**config.mk**
```make
export PLATFORM = sky130hd
export DESIGN_NAME = cnu_serial
export DESIGN_NICKNAME = d
export VERILOG_FILES = /design/src/rtl/ldpc_pkg.sv /design/src/rtl/cnu_min_tracker.sv /design/src/rtl/cnu_serial.sv
export SDC_FILE = /design/constraint.sdc
export NUM_CORES = 1
export LEC_CHECK = 0
export CORE_MARGIN = 2
export CORE_UTILIZATION = 29
export DETAILED_ROUTE_END_ITERATION = 6
export PLACE_DENSITY_LB_ADDON = 0.2
export REMOVE_ABC_BUFFERS = 1
export SLEW_MARGIN = 20
export SYNTH_ARGS = -nofsm -noshare
export SYNTH_HDL_FRONTEND = slang
export SYNTH_HIERARCHICAL = 1
export SYNTH_SLANG_ARGS = --single-unit
```
**constraint.sdc**
```tcl
create_clock -name clk -period 4.4 [get_ports clk]
set_input_delay 0.88 -clock clk [delete_from_list [all_inputs] [get_ports clk]]
set_output_delay 0.88 -clock clk [all_outputs]
set_load 0.05 [all_outputs]
```
**src/rtl/ldpc_pkg.sv**
```systemverilog
// Shared LDPC message widths and the check-node FSM state type.
package ldpc_pkg;
    localparam int MSG_IN_W    = 6;
    localparam int MSG_OUT_W   = 5;
    localparam int MAG_IN_W    = 5;
    localparam int MAG_OUT_W   = 4;
    localparam int MAG_OUT_MAX = 15;

    typedef enum logic {
        COLLECT = 1'b0,
        EMIT    = 1'b1
    } cnu_state_t;
endpackage

```
**src/rtl/cnu_min_tracker.sv**
```systemverilog
// Combinational min1/min2/index update for one incoming magnitude.
module cnu_min_tracker
    import ldpc_pkg::*;
#(
    parameter int IDX_W = 3
) (
    input  logic [MAG_IN_W-1:0] min1,
    input  logic [MAG_IN_W-1:0] min2,
    input  logic [IDX_W-1:0]    idx,
    input  logic [MAG_IN_W-1:0] mag,
    input  logic [IDX_W-1:0]    i,
    output logic [MAG_IN_W-1:0] min1_nx,
    output logic [MAG_IN_W-1:0] min2_nx,
    output logic [IDX_W-1:0]    idx_nx
);
    // Strict compares: a tie keeps the first index and pushes the tie into min2.
    always_comb begin
        min1_nx = min1;
        min2_nx = min2;
        idx_nx  = idx;
        if (mag < min1) begin
            min2_nx = min1;
            min1_nx = mag;
            idx_nx  = i;
        end else if (mag < min2) begin
            min2_nx = mag;
        end
    end
endmodule

```
**src/rtl/cnu_serial.sv**
```systemverilog
// Serial min-sum check node: collect DC messages, then emit DC extrinsic replies.
// Define CNU_OFFSET_EN for offset min-sum (subtract OFFSET before saturation).
module cnu_serial
    import ldpc_pkg::*;
#(
    parameter int DC     = 6,
    parameter int OFFSET = 1
) (
    input  logic                 clk,
    input  logic                 rst_n,
    input  logic                 in_valid,
    output logic                 in_ready,
    input  logic [MSG_IN_W-1:0]  in_msg,
    output logic                 out_valid,
    input  logic                 out_ready,
    output logic [MSG_OUT_W-1:0] out_msg,
    output logic                 out_last,
    output logic                 out_parity
);
    localparam int CW = (DC > 1) ? $clog2(DC) : 1;
    localparam logic [CW-1:0] LAST = CW'(DC - 1);
    localparam logic [MAG_IN_W-1:0] OFF_V = MAG_IN_W'(OFFSET);
`ifdef CNU_OFFSET_EN
    localparam bit OFF_EN = 1'b1;
`else
    localparam bit OFF_EN = 1'b0;
`endif

    cnu_state_t state_q, state_d;
    logic [CW-1:0]       cnt_q;
    logic [DC-1:0]       sign_q;
    logic                tsign_q;
    logic [MAG_IN_W-1:0] min1_q, min2_q, min1_nx, min2_nx;
    logic [CW-1:0]       idx_q, idx_nx;
    logic                in_fire, out_fire;
    logic [MAG_IN_W-1:0] sel_mag, adj_mag;
    logic [MAG_OUT_W-1:0] sat_mag;

    always_comb begin
        state_d   = state_q;
        in_ready  = 1'b0;
        out_valid = 1'b0;
        case (state_q)
            COLLECT: begin
                in_ready = 1'b1;
                if (in_valid && cnt_q == LAST) state_d = EMIT;
            end
            EMIT: begin
                out_valid = 1'b1;
                if (out_ready && cnt_q == LAST) state_d = COLLECT;
            end
            default: state_d = COLLECT;
        endcase
    end

    assign in_fire  = in_valid && in_ready;
    assign out_fire = out_valid && out_ready;

    cnu_min_tracker #(.IDX_W(CW)) u_min (
        .min1    (min1_q),
        .min2    (min2_q),
        .idx     (idx_q),
        .mag     (in_msg[MAG_IN_W-1:0]),
        .i       (cnt_q),
        .min1_nx (min1_nx),
        .min2_nx (min2_nx),
        .idx_nx  (idx_nx)
    );

    always_ff @(posedge clk) begin
        if (!rst_n) begin
            state_q <= COLLECT;
            cnt_q   <= '0;
            sign_q  <= '0;
            tsign_q <= 1'b0;
            min1_q  <= '1;
            min2_q  <= '1;
            idx_q   <= '0;
        end else begin
            state_q <= state_d;
            if (in_fire) begin
                sign_q[cnt_q] <= in_msg[MSG_IN_W-1];
                tsign_q       <= tsign_q ^ in_msg[MSG_IN_W-1];
                min1_q        <= min1_nx;
                min2_q        <= min2_nx;
                idx_q         <= idx_nx;
                cnt_q         <= (cnt_q == LAST) ? '0 : cnt_q + 1'b1;
            end else if (out_fire) begin
                // Last reply clears the accumulators so the next check starts fresh.
                if (cnt_q == LAST) begin
                    cnt_q   <= '0;
                    tsign_q <= 1'b0;
                    min1_q  <= '1;
                    min2_q  <= '1;
                    idx_q   <= '0;
                end else begin
                    cnt_q <= cnt_q + 1'b1;
                end
            end
        end
    end

    always_comb begin
        sel_mag = (cnt_q == idx_q) ? min2_q : min1_q;
        adj_mag = sel_mag;
        if (OFF_EN) adj_mag = (sel_mag > OFF_V) ? sel_mag - OFF_V : '0;
        sat_mag = (adj_mag > MAG_IN_W'(MAG_OUT_MAX)) ? MAG_OUT_W'(MAG_OUT_MAX)
                                                     : adj_mag[MAG_OUT_W-1:0];
        out_msg = '0;
        if (state_q == EMIT && sat_mag != '0)
            out_msg = {tsign_q ^ sign_q[cnt_q], sat_mag};
    end

    assign out_last   = (state_q == EMIT) && (cnt_q == LAST);
    assign out_parity = (state_q == EMIT) && tsign_q;
endmodule

```
==> impl_metrics.env <==
export IMPL_grt_total_usage_pct=14.1
export IMPL_clock_path_buffers=2
export IMPL_rsz0062_at_grt="false"
export IMPL_cp_startpoint="cnt_q[1]"
export IMPL_slowest_delay_ns=0.86
export IMPL_grt_pass1_vias=1390
export IMPL_r2r_end="min1_q[0]"
export IMPL_h_tree_depth=1
export IMPL_drc=0
export IMPL_start_util_pct=29.5
export IMPL_ir_drop_mv=0.121
export IMPL_maxSlewHeadroom_pct=50.7
export IMPL_maxCapViolations=0
export IMPL_finalNonFillerCells=283
export IMPL_grt_max_degree=17
export IMPL_clk_latency_ns=0.27
export IMPL_yosysSeqAreaShare_pct=27.8
export IMPL_viasPerCell=5.26
export IMPL_worst_r2r_setup_slack_ns=2.03
export IMPL_cts_sinks=24
export IMPL_drt_iter0_markers=183
export IMPL_finalSetupViolations=0
export IMPL_drive_gt1_share_pct=9.62
export IMPL_wl_per_cell_um=14.8
export IMPL_cts_tree="done"
export IMPL_fp_coreArea_sq_um=5850
export IMPL_sw_frac_of_total_pct=29.1
export IMPL_drt_pass1_iterations=4
export IMPL_yosys_warnings=6
export IMPL_overflow=0
export IMPL_path_max_fanout=14
export IMPL_areaGrowthSynthToFinish_pct=16.1
export IMPL_dieArea_sq_um=6590
export IMPL_rr_startpoint="min1_q[4]"
export IMPL_rr_worst_depth=7
export IMPL_antenna_found_initial=0
export IMPL_ys_types=53
export IMPL_p_sw_mw=0.170
export IMPL_vias=1488
export IMPL_crit_end="out_msg[3]"
export IMPL_netlist_area_sq_um=1730
export IMPL_hpwl_um=3120
export IMPL_crit_chain="xnor2_1, nand3_2, a211oi_1, clkdlybuf4s50_1"
export IMPL_place_inst=279
export IMPL_critPathLaunchType="flip-flop"
export IMPL_ctsResizeCount=0
export IMPL_cts_buffers=3
export IMPL_hold_viol=0
export IMPL_synth_area_leaders="dfxtp_1 (28%), ha_1 (5.8%), mux2i_1 (5.8%), a221o_1 (4.6%), nor2b_1 (4.3%)"
export IMPL_die_h_um=81.2
export IMPL_timing_final_crit_period_ns=3.36
export IMPL_synth_seq_cells=24
export IMPL_port_buffers=18
export IMPL_critPathSlowestCell="clkdlybuf4s50_1"
export IMPL_grt_pass1_wl_um=7110
export IMPL_gp_congestion=0.789
export IMPL_nNetsFinal=227
export IMPL_clk_pin_slew_ns=0.09
export IMPL_end_kind="output pin"
export IMPL_seqPwrFrac_pct=42.4
export IMPL_synth_cells=196
export IMPL_outcome="finished clean"
export IMPL_cp_arrival_ns=2.48
export IMPL_ios=19
export IMPL_num_rows=28
export IMPL_critPathKind="reg -> out"
export IMPL_powerDensity_nw_per_um2=291
export IMPL_clock_skew_ns=0.00954
export IMPL_tightest_slew_ns=0.738
export IMPL_fillCellCount=612
export IMPL_synth_top_area_share_pct=27.8
export IMPL_hp_class="reg -> reg"
export IMPL_p_int_mw=0.414
export IMPL_cts_hold_buf=0
export IMPL_post_cts_buffers=0
export IMPL_totalWireLength_um=4190
export IMPL_synth_avg_cell_area_sq_um=8.81
export IMPL_slew_viol_final=0
export IMPL_fmax_mhz=297
export IMPL_synth_top_area_cell="dfxtp_1"
export IMPL_die_w_um=81.2
export IMPL_ant_nets=0
export IMPL_cp_required_ns=3.52
export IMPL_root_buffer="clkbuf_8"
export IMPL_p_leak_nw=0.803
export IMPL_min_period_over_period_pct=76.4
export IMPL_setup_tns_ns=0
export IMPL_comb_power_share_pct=23.8
export IMPL_p_clk_share_pct=33.8
export IMPL_n_antenna_cell=0
[cells in the mapped netlist, drive strengths merged]
library cell and count:
a41o 1, nand2 12, xor2 3, nand3 6, nor2b 12, a21o 2
xnor2 3, nand2b 3, and4 1, a21oi 6, a22oi 9, inv 11
and3 2, nor2 8, a211oi 1, and2b 1, a41oi 1, mux2i 10
buf 8, dfxtp 24, a221o 8, and3b 1, ha 8, a21boi 2
nand3b 2, o21ai 17, or4 2, nor3b 2, o311a 3, and2 3
clkbuf 3, o211a 1, o21a 2, mux2 4, nor3 3, or3 3
nor4 2, a32oi 4, o22ai 2
[placed cells by master (no fill, tap or decap), types with 4 or more instances in the layout]
cell / synthesis / layout
dfxtp_1: 24 / 24
clkdlybuf4s50_1: 0 / 18
nand2_1: 12 / 12
nor2b_1: 12 / 12
inv_1: 11 / 11
mux2i_1: 10 / 10
a22oi_1: 9 / 9
a221o_1: 8 / 8
ha_1: 8 / 8
nor2_1: 7 / 7
o21ai_0: 7 / 7
o21ai_1: 6 / 6
nand3_1: 5 / 5
a21oi_1: 5 / 5
o21ai_2: 4 / 4
a32oi_1: 4 / 4
[state kept, by name (all words and copies together), names as in the netlist]
register	count
tsign_q	1
min2_q	5
state_q	1
min1_q	5
cnt_q	3
sign_q	6
idx_q	3
[layout make-up]
cell class	count	area [sq um]	area share, %
multi-input combinational	150	1130	56.4
clock buffer	3	41.3	2.06
inverter	11	41.3	2.06
clock inverter	1	30.0	1.50
sequential	24	480	24.0
tap	75	93.8	4.68
timing repair buffer	19	188	9.36
[logic make-up (layout without fill, tap and decap cells)]
family,after synthesis,after routing,synth area share [%]
multiplexers,14,14,8.84
XOR/XNOR,6,6,3.04
adder cells (fa/ha/maj),8,8,5.80
AO/OA/AOI/OAI,59,59,25.9
buffers and inverters,22,34,6.74
flip-flops,24,24,27.8
AND/OR/NAND/NOR,63,63,21.8
[power by group through the flow]
stage               logic [mW]  clock network, mW  registers (mW)
floorplan                0.101                  0           0.249
CTS                      0.140              0.204           0.248
global route             0.157              0.210           0.250
finish                   0.139              0.197           0.248
detailed placement       0.139                  0           0.253
global placement         0.139                  0           0.253
[worst min-delay path by stage]
| stage | start | endpoint | cells past startpoint |
|---|---|---|---|
| after floorplan | sign_q[5] | sign_q[5] | 2 |
| after global placement | sign_q[1] | sign_q[1] | 2 |
| after detailed placement | sign_q[4] | sign_q[4] | 2 |
| after CTS | sign_q[4] | sign_q[4] | 2 |
| after global routing | sign_q[1] | sign_q[1] | 2 |
| final | sign_q[4] | sign_q[4] | 2 |
[critical path, delay by kind of cell (launching register included)]
kind	cells	cell delay, ns
xor gates and xnor gates	1	0.19
AOI/OAI and AO/OA	1	0.32
buffers and inverters	1	0.86
DFF	1	0.65
and+or+nand+nor	1	0.20
[routing by layer]
layer  GRT usage, %  vias to the layer above  part of all wire [%]
li1               -                      755                     -
met1           21.4                      706                    51
met2           19.8                       23                    44
met3           1.89                        4                   3.6
met4           5.25                        0                   1.4
met5              0                        -                     0
[stage by stage]
stage | hold WS (ns) | worst slack, ns | utilization [%] | instance area [sq um] | power, mW
after global routing | 0.555 | 0.843 | 34.3 | 2000 | 0.617
after global placement | 0.504 | 1.20 | 33.0 | 1930 | 0.392
after floorplan | 0.478 | 1.05 | - | 1650 | 0.350
after CTS | 0.531 | 1.02 | 34.3 | 2000 | 0.591
after detailed placement | 0.508 | 1.19 | 33.0 | 1930 | 0.391
final | 0.524 | 1.04 | 34.3 | 2000 | 0.584
Power figures use the tool's default switching activity.
